--- config.mk ---
export PLATFORM = sky130hd
export DESIGN_NAME = pe_seq_ctrl_flat
export DESIGN_NICKNAME = d
export VERILOG_FILES = /design/src/rtl/pe_ctrl_pkg.sv /design/src/rtl/pe_seq_ctrl_if.sv /design/src/rtl/pe_rd_tracker.sv /design/src/rtl/pe_seq_ctrl.sv /design/src/flat_wrapper.sv
export SDC_FILE = /design/constraint.sdc
export NUM_CORES = 1
export LEC_CHECK = 0
export CORE_MARGIN = 3
export CORE_UTILIZATION = 50
export CTS_CLUSTER_SIZE = 10
export DETAILED_ROUTE_END_ITERATION = 10
export PLACE_DENSITY = 0.86
export SETUP_SLACK_MARGIN = 0.15
export SYNTH_ARGS = -nofsm -noshare
export SYNTH_HDL_FRONTEND = slang
export SYNTH_SLANG_ARGS = --single-unit
--- constraint.sdc ---
create_clock -name clk -period 5.02 [get_ports clk]
set_clock_uncertainty 0.1 [all_clocks]
set_input_delay 0.502 -clock clk [delete_from_list [all_inputs] [get_ports clk]]
set_output_delay 0.502 -clock clk [all_outputs]
set_load 0.05 [all_outputs]
--- src/rtl/pe_ctrl_pkg.sv ---
// pe_ctrl_pkg: shared types and sizes
// for the PE sequencer slice.
package pe_ctrl_pkg;

  localparam int NUM_SLOTS = 8;
  localparam int SLOT_W    = 3;

  typedef enum logic [2:0] {
    S_IDLE,
    S_CLR,
    S_ACC,
    S_SETTLE,
    S_DRAIN,
    S_FLUSH
  } state_e;

  function automatic int pe_dw(int ib, int fb);
    return ib + fb;
  endfunction

endpackage

--- src/rtl/pe_seq_ctrl_if.sv ---
// pe_seq_ctrl_if: operand-pair valid/ready
// stream into the PE sequencer.
interface pe_seq_ctrl_if #(
  parameter int DW = 16
);
  logic          in_valid;
  logic          in_ready;
  logic [DW-1:0] in_a;
  logic [DW-1:0] in_b;

  modport master (
    output in_valid, in_a, in_b,
    input  in_ready
  );

  modport slave (
    input  in_valid, in_a, in_b,
    output in_ready
  );
endinterface

--- src/rtl/pe_rd_tracker.sv ---
// pe_rd_tracker: rounder-latency delay line
// producing the indexed result stream.
module pe_rd_tracker
  import pe_ctrl_pkg::*;
#(
  parameter int DW     = 16,
  parameter int RD_LAT = 3
) (
  input  logic              clk,
  input  logic              rst,
  input  logic              clr_i,
  input  logic              issue_i,
  input  logic [SLOT_W-1:0] issue_idx_i,
  input  logic [DW-1:0]     pe_data_i,
  input  logic              pe_rv_i,
  output logic              res_valid_o,
  output logic [SLOT_W-1:0] res_idx_o,
  output logic [DW-1:0]     res_data_o,
  output logic              done_o,
  output logic              err_o
);

  logic [RD_LAT-1:0] v_q;
  logic [SLOT_W-1:0] idx_q [RD_LAT];
  logic              err_q;
  logic              last_hit;

  assign res_valid_o = v_q[RD_LAT-1];
  assign res_idx_o   = idx_q[RD_LAT-1];
  assign res_data_o  = pe_data_i;
  assign last_hit    = res_valid_o &&
                       (res_idx_o == SLOT_W'(NUM_SLOTS-1));
  assign done_o      = last_hit;
  assign err_o       = err_q;

  // shift issued slot indices toward the tail
  always_ff @(posedge clk) begin
    if (rst) begin
      v_q <= '0;
      for (int i = 0; i < RD_LAT; i++)
        idx_q[i] <= '0;
    end else begin
      v_q[0]   <= issue_i;
      idx_q[0] <= issue_idx_i;
      for (int i = 1; i < RD_LAT; i++) begin
        v_q[i]   <= v_q[i-1];
        idx_q[i] <= idx_q[i-1];
      end
    end
  end

  // sticky flag: PE slot-7 flag vs our own timing
  always_ff @(posedge clk) begin
    if (rst)
      err_q <= 1'b0;
    else if (clr_i)
      err_q <= 1'b0;
    else if (pe_rv_i != last_hit)
      err_q <= 1'b1;
  end

endmodule

--- src/rtl/pe_seq_ctrl.sv ---
// pe_seq_ctrl: clears one PE, streams K passes
// of operand pairs, drains and re-emits results.
module pe_seq_ctrl
  import pe_ctrl_pkg::*;
#(
  parameter int INT_BITS   = 7,
  parameter int FRAC_BITS  = 9,
  parameter int LEN_W      = 8,
  parameter int ACC_SETTLE = 2,
  parameter int RD_LAT     = 3,
  localparam int DW = pe_dw(INT_BITS, FRAC_BITS)
) (
  input  logic             clk,
  input  logic             rst,
  input  logic             start,
  input  logic [LEN_W-1:0] k_len,
  output logic             busy,
  output logic             done,
  output logic             err,
  pe_seq_ctrl_if.slave     op,
  output logic             pe_rst_n,
  output logic [DW-1:0]    pe_data_in_1,
  output logic [DW-1:0]    pe_data_in_2,
  output logic [3:0]       pe_add_number,
  output logic             pe_rounder_en,
  output logic             pe_keep,
  input  logic [DW-1:0]    pe_data_out,
  input  logic             pe_rounder_valid,
  output logic             res_valid,
  output logic [2:0]       res_idx,
  output logic [DW-1:0]    res_data
);

  localparam logic [SLOT_W-1:0] SETTLE_LAST =
    SLOT_W'(ACC_SETTLE - 1);
  localparam logic [SLOT_W-1:0] SLOT_LAST =
    SLOT_W'(NUM_SLOTS - 1);

  state_e            state_q, state_d;
  logic [SLOT_W-1:0] cnt_q, beat_q, slot_q;
  logic [LEN_W-1:0]  pass_q, k_q;
  logic [DW-1:0]     a_q, b_q;
  logic              start_acc, hs, last_beat;

  assign start_acc = (state_q == S_IDLE) && start;
  assign hs        = (state_q == S_ACC) && op.in_valid;
  assign last_beat = (beat_q == SLOT_LAST) &&
                     (pass_q == k_q - LEN_W'(1));
  assign busy      = (state_q != S_IDLE);
  assign pe_rst_n  = ~(rst | (state_q == S_CLR));

  // state register
  always_ff @(posedge clk) begin
    if (rst) state_q <= S_IDLE;
    else     state_q <= state_d;
  end

  // next-state logic
  always_comb begin
    state_d = state_q;
    unique case (state_q)
      S_IDLE:
        if (start) state_d = S_CLR;
      S_CLR:
        if (cnt_q == SLOT_W'(1))
          state_d = (k_q == '0) ? S_SETTLE : S_ACC;
      S_ACC:
        if (hs && last_beat) state_d = S_SETTLE;
      S_SETTLE:
        if (cnt_q == SETTLE_LAST) state_d = S_DRAIN;
      S_DRAIN:
        if (cnt_q == SLOT_LAST) state_d = S_FLUSH;
      S_FLUSH:
        if (done) state_d = S_IDLE;
      default:
        state_d = S_IDLE;
    endcase
  end

  // phase/beat/pass counters and held operands
  always_ff @(posedge clk) begin
    if (rst) begin
      cnt_q  <= '0;
      beat_q <= '0;
      pass_q <= '0;
      k_q    <= '0;
      slot_q <= '0;
      a_q    <= '0;
      b_q    <= '0;
    end else begin
      if (state_d != state_q) cnt_q <= '0;
      else                    cnt_q <= cnt_q + 1'b1;
      if (start_acc) k_q <= k_len;
      if (state_q == S_CLR) begin
        beat_q <= '0;
        pass_q <= '0;
        slot_q <= '0;
        a_q    <= '0;
        b_q    <= '0;
      end else if (hs) begin
        beat_q <= beat_q + 1'b1;
        if (beat_q == SLOT_LAST)
          pass_q <= pass_q + 1'b1;
        slot_q <= beat_q;
        a_q    <= op.in_a;
        b_q    <= op.in_b;
      end
    end
  end

  // PE-facing and upstream outputs
  always_comb begin
    op.in_ready   = 1'b0;
    pe_keep       = 1'b0;
    pe_rounder_en = 1'b0;
    pe_add_number = {1'b0, slot_q};
    pe_data_in_1  = '0;
    pe_data_in_2  = '0;
    unique case (state_q)
      S_ACC: begin
        op.in_ready = 1'b1;
        if (op.in_valid) begin
          pe_add_number = {1'b0, beat_q};
          pe_data_in_1  = op.in_a;
          pe_data_in_2  = op.in_b;
        end else begin
          pe_keep      = 1'b1;
          pe_data_in_1 = a_q;
          pe_data_in_2 = b_q;
        end
      end
      S_DRAIN: begin
        pe_rounder_en = 1'b1;
        pe_add_number = {1'b0, cnt_q};
      end
      default: ;
    endcase
  end

  pe_rd_tracker #(
    .DW     (DW),
    .RD_LAT (RD_LAT)
  ) u_trk (
    .clk         (clk),
    .rst         (rst),
    .clr_i       (start_acc),
    .issue_i     (pe_rounder_en),
    .issue_idx_i (pe_add_number[2:0]),
    .pe_data_i   (pe_data_out),
    .pe_rv_i     (pe_rounder_valid),
    .res_valid_o (res_valid),
    .res_idx_o   (res_idx),
    .res_data_o  (res_data),
    .done_o      (done),
    .err_o       (err)
  );

endmodule

--- src/flat_wrapper.sv ---
// flat-port wrapper written by rule: the top's interface ports become plain ports
module pe_seq_ctrl_flat import pe_ctrl_pkg::*;
#(
  parameter int INT_BITS   = 7,
  parameter int FRAC_BITS  = 9,
  parameter int LEN_W      = 8,
  parameter int ACC_SETTLE = 2,
  parameter int RD_LAT     = 3,
  localparam int DW = pe_dw(INT_BITS, FRAC_BITS)
)
  (clk, rst, start, k_len, busy, done, err, pe_rst_n, pe_data_in_1, pe_data_in_2, pe_add_number, pe_rounder_en, pe_keep, pe_data_out, pe_rounder_valid, res_valid, res_idx, res_data, op_in_valid, op_in_a, op_in_b, op_in_ready);
  pe_seq_ctrl_if #(.DW((16))) op_i ();
  input  logic clk;
  input  logic rst;
  input  logic start;
  input  logic [LEN_W-1:0] k_len;
  output logic busy;
  output logic done;
  output logic err;
  output logic pe_rst_n;
  output logic [DW-1:0] pe_data_in_1;
  output logic [DW-1:0] pe_data_in_2;
  output logic [3:0] pe_add_number;
  output logic pe_rounder_en;
  output logic pe_keep;
  input  logic [DW-1:0] pe_data_out;
  input  logic pe_rounder_valid;
  output logic res_valid;
  output logic [2:0] res_idx;
  output logic [DW-1:0] res_data;
  input wire logic [$bits(op_i.in_valid)-1:0] op_in_valid;
  input wire logic [$bits(op_i.in_a)-1:0] op_in_a;
  input wire logic [$bits(op_i.in_b)-1:0] op_in_b;
  output wire logic [$bits(op_i.in_ready)-1:0] op_in_ready;
  assign op_i.in_valid = op_in_valid;
  assign op_i.in_a = op_in_a;
  assign op_i.in_b = op_in_b;
  assign op_in_ready = op_i.in_ready;
  pe_seq_ctrl #(.INT_BITS(INT_BITS), .FRAC_BITS(FRAC_BITS), .LEN_W(LEN_W), .ACC_SETTLE(ACC_SETTLE), .RD_LAT(RD_LAT)) u_core (.clk(clk), .rst(rst), .start(start), .k_len(k_len), .busy(busy), .done(done), .err(err), .op(op_i), .pe_rst_n(pe_rst_n), .pe_data_in_1(pe_data_in_1), .pe_data_in_2(pe_data_in_2), .pe_add_number(pe_add_number), .pe_rounder_en(pe_rounder_en), .pe_keep(pe_keep), .pe_data_out(pe_data_out), .pe_rounder_valid(pe_rounder_valid), .res_valid(res_valid), .res_idx(res_idx), .res_data(res_data));
endmodule
Word level (Yosys, flattened, before mapping)
Memories as Yosys holds them, arrays and structs flattened.
Index checks and enable logic that the tools add are counted.
{"block": "word_totals", "in_bits": 61, "ram_bits": 9, "register_bits": 64, "word_cells": 68, "memories": 1, "output_inout_bits": 63}
{"memory": "u_core.u_trk.idx_q", "words": 3, "width": 3, "rd": 3, "rd_clocked_by_memory_dff": 0, "wr": 3, "line": "pe_rd_tracker.sv:24", "text": "logic [SLOT_W-1:0] idx_q [RD_LAT];"}
{"block": "op_classes", "n_reduce_logical": 12, "bitwise": 5, "add_sub_neg": 4, "n_eq_ne": 12, "mux": 24}
{"cell": "16-bit 2-to-1 mux", "n": 4}
{"cell": "3-bit 2-to-1 mux", "n": 10}
{"cell": "3-bit one-hot mux with 6 select lines", "n": 1}
{"cell": "3-bit == test (second input constant)", "n": 5}
{"cell": "8-bit by 1-bit adder with 8-bit output (second input constant)", "n": 1}
{"cell": "8-bit == test", "n": 1}
{"cell": "8-bit zero test", "n": 1}
{"cell": "1-bit 2-to-1 mux", "n": 8}
{"cell": "4-bit one-hot mux with 2 select lines", "n": 1}
{"cell": "8-bit by 1-bit subtractor with 8-bit output (second input constant)", "n": 1}
{"cell": "3-bit by 1-bit adder with 3-bit output (second input constant)", "n": 2}
{"cell": "3-bit by 1-bit == test with 1-bit output (second input constant)", "n": 2}
{"cell": "3-bit by 2-bit == test with 1-bit output (second input constant)", "n": 2}
{"cell": "2-bit OR reduction", "n": 3}
{"cell": "1-bit logical AND", "n": 5}
{"cell": "1-bit bitwise OR", "n": 4}
{"cell": "3-bit zero test", "n": 1}
{"cell": "3-bit != test", "n": 1}
{"cell": "3-bit nonzero test", "n": 1}
{"cell": "2-bit AND reduction", "n": 1}
{"cell": "1-bit != test", "n": 1}
{"cell": "1-bit NOT", "n": 1}

Longest topological paths before layout
Gate-level depths: netlist of the first run.
{"block": "logic_depth", "ltp_word": 8, "mapped_depth": 9, "ltp_nobuf": 7}

Hierarchy
A second synthesis of the first run with hierarchy kept.
{"block": "unflattened", "cells_unflattened": 459, "area_unflattened_um2": 3673.5}
{"mod": "pe_seq_ctrl", "cells_per_inst": 410, "area_per_inst_um2": 3154.3, "instances": 1}
{"mod": "pe_rd_tracker", "cells_per_inst": 49, "area_per_inst_um2": 519.2, "instances": 1}

Worst setup path after synthesis of the first run
No wires, ideal clock.
{"block": "synth_path", "path_type": "register to output", "from": "register u_core.state_q[2]", "to": "output port pe_add_number[0]", "slack_ps": 2390, "arrival_ps": 2028, "path_stages_with_launch": 6, "path_cell_list": "dfxtp_1 buf_6 nand2b_1 nor2_1 nor2_1 a221o_1"}
{"block": "synth_via", "elab_chain_len": 2}
{"element": "from (decl)", "line": "pe_seq_ctrl.sv:39", "text": "state_e state_q, state_d;"}
{"element": "from (signal assigned)", "line": "pe_seq_ctrl.sv:55", "text": "else state_q <= state_d;"}
{"element": "3-bit == test or 3-bit by 2-bit == test with 1-bit output (tied branches)", "line": "pe_seq_ctrl.sv:119", "text": "unique case (state_q)"}
{"element": "4-bit one-hot mux with 2 select lines (*)", "line": "pe_seq_ctrl.sv:119"}
{"element": "to (decl)", "line": "flat_wrapper.sv:23", "text": "output logic [3:0] pe_add_number;"}
Every way passes the cells marked *; elsewhere a longest branch is shown, timed or not.

Final worst setup path of the first run
{"block": "layout_path", "from": "register u_core.state_q[0]", "to": "output port pe_add_number[0]"}
The elaborated chain is that of the path after synthesis.

==> results.sh, run 1 <==
export IMPL_drtPass1Iterations=5
export IMPL_worstPathMaxFanout=41
export IMPL_slowest_stage="and4bb_2"
export IMPL_cts_tree="built"
export IMPL_crit_buf_inv=1
export IMPL_row_count=30
export IMPL_critical_path_top_delay_family="simple AND/OR/NAND/NOR gates"
export IMPL_routabilityCongestion=0.785
export IMPL_power_density_mw_per_mm2=276
export IMPL_grt_use_total=0.210
export IMPL_wl_per_cell_um=14.4
export IMPL_setup_viol=0
export IMPL_clkSlewWorstSetupHoldPaths_ns=0.08
export IMPL_area_delta_synth_final_pct=25.7
export IMPL_rsz0062_at_grt="false"
export IMPL_hpwl_mm=6.10
export IMPL_grt_overflow=0
export IMPL_status="completed"
export IMPL_cts_htree_levels=3
export IMPL_synth_cells=466
export IMPL_tightest_slew_ns=1.20
export IMPL_grt_max_degree=48
export IMPL_synth_most_common_cell="nand2_1"
export IMPL_power_leakage_nw=1.74
export IMPL_clock_latency_ns=0.34
export IMPL_cts_sinks=73
export IMPL_critical_path_arrival_ns=2.98
export IMPL_ctsHoldBuffers=0
export IMPL_placed_cell_area_sq_mm=0.00446
export IMPL_synth_edf_count=0
export IMPL_clk_path_buf_depth=2
export IMPL_period_share=0.713
export IMPL_cp_end_kind="primary output"
export IMPL_die_h_um=92.1
export IMPL_dieArea_sq_mm=0.00848
export IMPL_hp_class="register to register"
export IMPL_start_kind="register"
export IMPL_slowest_delay_ns=0.92
export IMPL_ant_nets=0
export IMPL_slew_violations=0
export IMPL_synth_distinct_cells=46
export IMPL_num_antenna_cells=0
export IMPL_synth_top_cell_by_area="dfxtp_1"
export IMPL_required_ns=4.42
export IMPL_yosys_top_cells_count="nand2_1, dfxtp_1, nor2_1, a21oi_1, mux2i_1"
export IMPL_drcViolationCount=0
export IMPL_ys_flop_type="dfxtp_1"
export IMPL_peakVddDrop_v=0.000143
export IMPL_io_buffers=90
export IMPL_grt_pass1_vias=3140
export IMPL_hold_viol=0
export IMPL_critical_path_class="register to primary output"
export IMPL_cap_viol_max_count=0
export IMPL_postCtsSetupBuffers=0
export IMPL_crit_path_cell_trace="and4bb_2 -> nor2_1 -> a221o_1 -> clkdlybuf4s50_1"
export IMPL_wl_mm=8.90
export IMPL_cts_root_buf="clkbuf_8"
export IMPL_ys_ff_latch=73
export IMPL_grt_pass1_wl_mm=14.6
export IMPL_start_util=0.531
export IMPL_synth_area_leaders="dfxtp_1, nand2_1, mux2i_1, a21oi_1, nor2_1"
export IMPL_syn_area_per_cell_sq_um=7.95
export IMPL_async_flop_share=0
export IMPL_syn_nets=534
export IMPL_cts_resized=0
export IMPL_dr_total_vias=3325
export IMPL_die_w_um=92.1
export IMPL_synth_top_area_frac=0.394
export IMPL_drt_iter0_markers=120
export IMPL_fmax_mhz=279
export IMPL_io_pins=124
export IMPL_fin_area_sq_mm=0.00466
export IMPL_synth_warnings=0
export IMPL_cts_buffers_inserted=9
export IMPL_core_area_sq_mm=0.00698
export IMPL_setup_tns_ns=0
export IMPL_seq_area_frac_synth=0.394
export IMPL_layout_drive_gt1_share=0.0459
export IMPL_via_per_inst=5.37
export IMPL_antenna_found_initial=0
export IMPL_syn_cell_area_sq_mm=0.00370
export IMPL_final_nets=587
export IMPL_maxSlewHeadroom=0.195
export IMPL_fin_crit_ns=3.58
## layer usage
layer / global-route usage / up-vias / share of wire
met5: 0 / - / 0
met3: 0.0492 / 15 / 0.059
li1: - / 1631 / -
met2: 0.356 / 113 / 0.50
met4: 0.0866 / 0 / 0.017
met1: 0.256 / 1566 / 0.42
## path summary, 6_finish.rpt
kind	slack, ns	depth (start not counted)	start	endpoint
worst max-delay path	1.44	4	u_core.state_q[0]$_SDFF_PP0_	pe_add_number[0]
worst min-delay path	0.34	1	u_core.u_trk.idx_q[0][1]$_SDFF_PP0_	u_core.u_trk.idx_q[0][4]$_SDFF_PP0_
worst min register to register	0.34	1	u_core.u_trk.idx_q[0][1]$_SDFF_PP0_	u_core.u_trk.idx_q[0][4]$_SDFF_PP0_
worst max register to register	1.80	6	u_core.state_q[0]$_SDFF_PP0_	u_core.a_q[4]$_SDFFE_PN0P_
## state kept, by name (all words and copies together), names as in the netlist
name / count
u_core.b_q: 16
u_core.pass_q: 8
u_core.u_trk.err_o: 1
u_core.u_trk.idx_q: 9
u_core.state_q: 3
u_core.cnt_q: 3
u_core.slot_q: 3
u_core.u_trk.v_q: 3
u_core.beat_q: 3
u_core.a_q: 16
u_core.k_q: 8
## cell type report
| class | count | area, sq um |
|---|---|---|
| fillers | 611 | 2330 |
| multi-input cells | 334 | 1940 |
| flip-flops and latches | 73 | 1460 |
| repair buffers | 92 | 911 |
| clock buffers | 10 | 138 |
| well taps | 96 | 120 |
| clock inverters | 5 | 56.3 |
| inverters | 9 | 33.8 |
## layout by cell type (no fill, tap or decap), types with 2 or more instances in the layout
master / n
nand2_1: 93
and3_1: 4
nor3_1: 7
xnor2_1: 8
or4_1: 2
clkinv_2: 2
and4_1: 2
nand4_1: 3
nand3_1: 4
mux2i_1: 34
xor2_1: 9
inv_1: 9
nor2_1: 56
ha_1: 7
a21oi_1: 54
clkbuf_8: 10
and2_1: 5
nand2b_1: 6
clkdlybuf4s50_1: 89
nor2b_1: 12
o21ai_0: 4
a221o_1: 3
buf_4: 2
dfxtp_1: 73
## where the power goes
group | internal [W] | switching [W] | total, W
Sequential | 0.000592 | 0.0000196 | 0.000612
Combinational | 0.0000928 | 0.000127 | 0.000220
Clock | 0.000239 | 0.000213 | 0.000452
Total | 0.000924 | 0.000360 | 0.00128
## metrics by stage
step	setup WS, ns	power, W	hold slack [ns]	util	instances
floorplan	2.39	0.000798	0.314	-	466
global placement	1.78	0.000835	0.319	0.639	604
detailed placement	1.74	0.000842	0.328	0.639	604
CTS	1.44	0.00129	0.345	0.667	619
global route	1.27	0.00134	0.362	0.667	619
finish	1.44	0.00128	0.338	0.667	619
## worst register-to-register path: stages, from the launching register on
cell,delay (ns)
dfxtp_1,0.62
nor2_1,0.10
nand2_1,0.88
inv_1,0.15
nand2_1,0.93
nand2_1,0.17
a21oi_1,0.20
## kinds of logic (layout without fill, tap and decap cells)
group                      Yosys count  in the layout  share of synthesized area
xor gates and xnor gates            17             17                     0.0402
other                                1              1                    0.00101
AOI/OAI and AO/OA                   75             75                      0.119
DFF                                 73             73                      0.394
adders and majority gates            7              7                     0.0236
muxes                               34             34                     0.0919
and+or+nand+nor                    200            200                      0.243
buffers and inverters               59            116                     0.0861
Power figures use the tool's default switching activity.
==> inputs of run 2 (changes only) <==
--- a/config.mk
+++ b/config.mk
@@ -6,10 +6,10 @@
 export NUM_CORES = 1
 export LEC_CHECK = 0
 export CORE_MARGIN = 3
-export CORE_UTILIZATION = 50
+export CORE_UTILIZATION = 46
 export CTS_CLUSTER_SIZE = 10
 export DETAILED_ROUTE_END_ITERATION = 10
-export PLACE_DENSITY = 0.86
+export PLACE_DENSITY = 0.8
 export SETUP_SLACK_MARGIN = 0.15
 export SYNTH_ARGS = -nofsm -noshare
 export SYNTH_HDL_FRONTEND = slang
==> constraint.sdc (replaced) <==
create_clock -name clk -period 3.6 [get_ports clk]
set_clock_uncertainty 0.1 [all_clocks]
set_input_delay 0.36 -clock clk [delete_from_list [all_inputs] [get_ports clk]]
set_output_delay 0.36 -clock clk [all_outputs]
set_load 0.05 [all_outputs]
==> run 2 against run 1 <==
Compared with the run above: sequential power up 40%; clock power up 55%; combinational power up 41%; setup slack worse by 0.62 ns; register-to-register slack worse by 0.61 ns; core utilization down 6.0 points; die area up 8.1%; count of clock-buffer cells in the layout up 1; global-route usage down 1.8 points; power up 45%; flip-flop and latch count unchanged; critical endpoint is now pe_data_in_1[9].
==> results.sh, run 2 (same netlist as run 1, synthesis figures left out) <==
export IMPL_hpwl_mm=5.92
export IMPL_power_leakage_nw=1.78
export IMPL_cts_tree="built"
export IMPL_cts_buffers_inserted=9
export IMPL_setup_viol=0
export IMPL_clk_path_buf_depth=2
export IMPL_hp_class="register to register"
export IMPL_crit_path_cell_trace="nor2_1 -> nand2_1 -> buf_4 -> nor2_1 -> clkdlybuf4s50_1"
export IMPL_fmax_mhz=360
export IMPL_area_delta_synth_final_pct=27.2
export IMPL_fin_crit_ns=2.78
export IMPL_slew_violations=0
export IMPL_io_pins=124
export IMPL_cpMostUsedCell="nor2_1"
export IMPL_grt_pass1_wl_mm=14.1
export IMPL_peakVddDrop_v=0.000201
export IMPL_slowest_delay_ns=0.72
export IMPL_cts_htree_levels=3
export IMPL_postCtsSetupBuffers=0
export IMPL_setup_tns_ns=0
export IMPL_rsz0062_at_grt="false"
export IMPL_grt_pass1_vias=3037
export IMPL_layout_drive_gt1_share=0.0587
export IMPL_dr_total_vias=3261
export IMPL_antenna_found_initial=0
export IMPL_tightest_slew_ns=0.576
export IMPL_cts_resized=0
export IMPL_final_nets=591
export IMPL_hold_viol=0
export IMPL_ant_nets=0
export IMPL_placed_cell_area_sq_mm=0.00449
export IMPL_r2r_cells=8
export IMPL_num_antenna_cells=0
export IMPL_start_kind="register"
export IMPL_worstPathMaxFanout=34
export IMPL_clock_latency_ns=0.34
export IMPL_via_per_inst=5.18
export IMPL_slowest_stage="clkdlybuf4s50_1"
export IMPL_start_util=0.477
export IMPL_grt_overflow=0
export IMPL_path_depth=5
export IMPL_status="completed"
export IMPL_drtPass1Iterations=4
export IMPL_critical_path_class="register to primary output"
export IMPL_maxSlewHeadroom=0.616
export IMPL_grt_use_total=0.192
export IMPL_final_common_cell="nand2_1"
export IMPL_cts_sinks=73
export IMPL_die_w_um=95.7
export IMPL_routabilityCongestion=0.774
export IMPL_cp_endpoint="pe_data_in_1[9]"
export IMPL_drcViolationCount=0
export IMPL_ctsHoldBuffers=0
export IMPL_critPathLaunch="u_core.state_q[0]$_SDFF_PP0_"
export IMPL_period_share=0.772
export IMPL_die_h_um=95.7
export IMPL_dieArea_sq_mm=0.00917
export IMPL_critical_path_top_delay_family="buffers and inverters"
export IMPL_power_density_mw_per_mm2=396
export IMPL_critical_path_arrival_ns=2.32
export IMPL_wl_mm=8.61
export IMPL_core_area_sq_mm=0.00777
export IMPL_crit_buf_inv=2
export IMPL_grt_max_degree=47
export IMPL_cts_root_buf="clkbuf_8"
export IMPL_drt_iter0_markers=129
export IMPL_mostFrequentLayoutCells="nand2_1, clkdlybuf4s50_1, dfxtp_1"
export IMPL_io_buffers=90
export IMPL_fin_area_sq_mm=0.00471
export IMPL_largest_registers="u_core.a_q (16), u_core.b_q (16), u_core.u_trk.idx_q (9)"
export IMPL_cap_viol_max_count=0
export IMPL_wl_per_cell_um=13.7
export IMPL_required_ns=3.14
export IMPL_r2r_setup_slack_ns=1.19
export IMPL_cp_end_kind="primary output"
export IMPL_clkSlewWorstSetupHoldPaths_ns=0.07
export IMPL_reg2reg_from="u_core.state_q[0]$_SDFF_PP0_"
export IMPL_r2r_end="u_core.b_q[14]$_SDFFE_PN0P_"
export IMPL_row_count=32
## run 2: cell count changes in the layout (fill, tap and decap cells not counted), sizes merged
cell | previous run | this run
clkbuf | 10 | 11
clkinvlp | 1 | 0
bufinv | 1 | 2
buf | 3 | 10
clkdlybuf4s50 | 89 | 86
## run 2: through the flow
stage          hold slack (ns)  setup WS [ns]  total power, W  utilization  cells
4_1_cts                  0.345          0.815         0.00188        0.607    630
6_report                 0.339          0.822         0.00187        0.607    630
2_1_floorplan            0.314           1.11         0.00111            -    466
3_5_place_dp             0.326           1.10         0.00118        0.578    614
5_1_grt                  0.364          0.705         0.00195        0.607    630
3_3_place_gp             0.316           1.10         0.00117        0.578    614
## run 2: layout make-up
cell class                      instances  area (sq um)
Clock buffer                           11           141
Clock inverter                          5          78.8
Fill cell                             696          3060
Inverter                                9          33.8
Multi-Input combinational cell        334          1940
Sequential cell                        73          1460
Tap cell                              102           128
Timing Repair Buffer                   96           933
## run 2: where the power goes
group / switching (W) / internal, W / leakage, nW / total (W)
clock: 0.000293 / 0.000408 / 0.113 / 0.000702
combinational: 0.000178 / 0.000133 / 1.07 / 0.000311
sequential: 0.0000281 / 0.000826 / 0.590 / 0.000854
total: 0.000499 / 0.00137 / 1.78 / 0.00187
## run 2: how the worst min path moves through the flow
stage	startpoint	endpoint	slack (ns)	cells past startpoint
finish	u_core.u_trk.idx_q[0][4]$_SDFF_PP0_	u_core.u_trk.idx_q[0][7]$_SDFF_PP0_	0.34	1
global route	u_core.u_trk.idx_q[0][1]$_SDFF_PP0_	u_core.u_trk.idx_q[0][4]$_SDFF_PP0_	0.36	1
CTS	u_core.u_trk.idx_q[0][1]$_SDFF_PP0_	u_core.u_trk.idx_q[0][4]$_SDFF_PP0_	0.34	1
detailed placement	u_core.u_trk.idx_q[0][1]$_SDFF_PP0_	u_core.u_trk.idx_q[0][4]$_SDFF_PP0_	0.33	1
global placement	u_core.u_trk.idx_q[0][2]$_SDFF_PP0_	u_core.u_trk.idx_q[0][5]$_SDFF_PP0_	0.32	1
floorplan	u_core.u_trk.idx_q[0][0]$_SDFF_PP0_	u_core.u_trk.idx_q[0][3]$_SDFF_PP0_	0.31	1
## run 2: per-layer routing
layer	share of wire	global-route usage	routed length, um	up-vias
met3	0.064	0.0493	547	15
met2	0.47	0.303	4010	92
met4	0.021	0.0640	179	0
li1	-	-	-	1643
met5	0	0	0	-
met1	0.45	0.256	3870	1511
## run 2: worst register-to-register path: cells and delay by family (launching register included)
| family | cells | cell delay, ns |
|---|---|---|
| AND/OR/NAND/NOR | 4 | 0.67 |
| flip-flops | 1 | 0.61 |
| buffers and inverters | 3 | 0.81 |
| AO/OA/AOI/OAI | 1 | 0.15 |
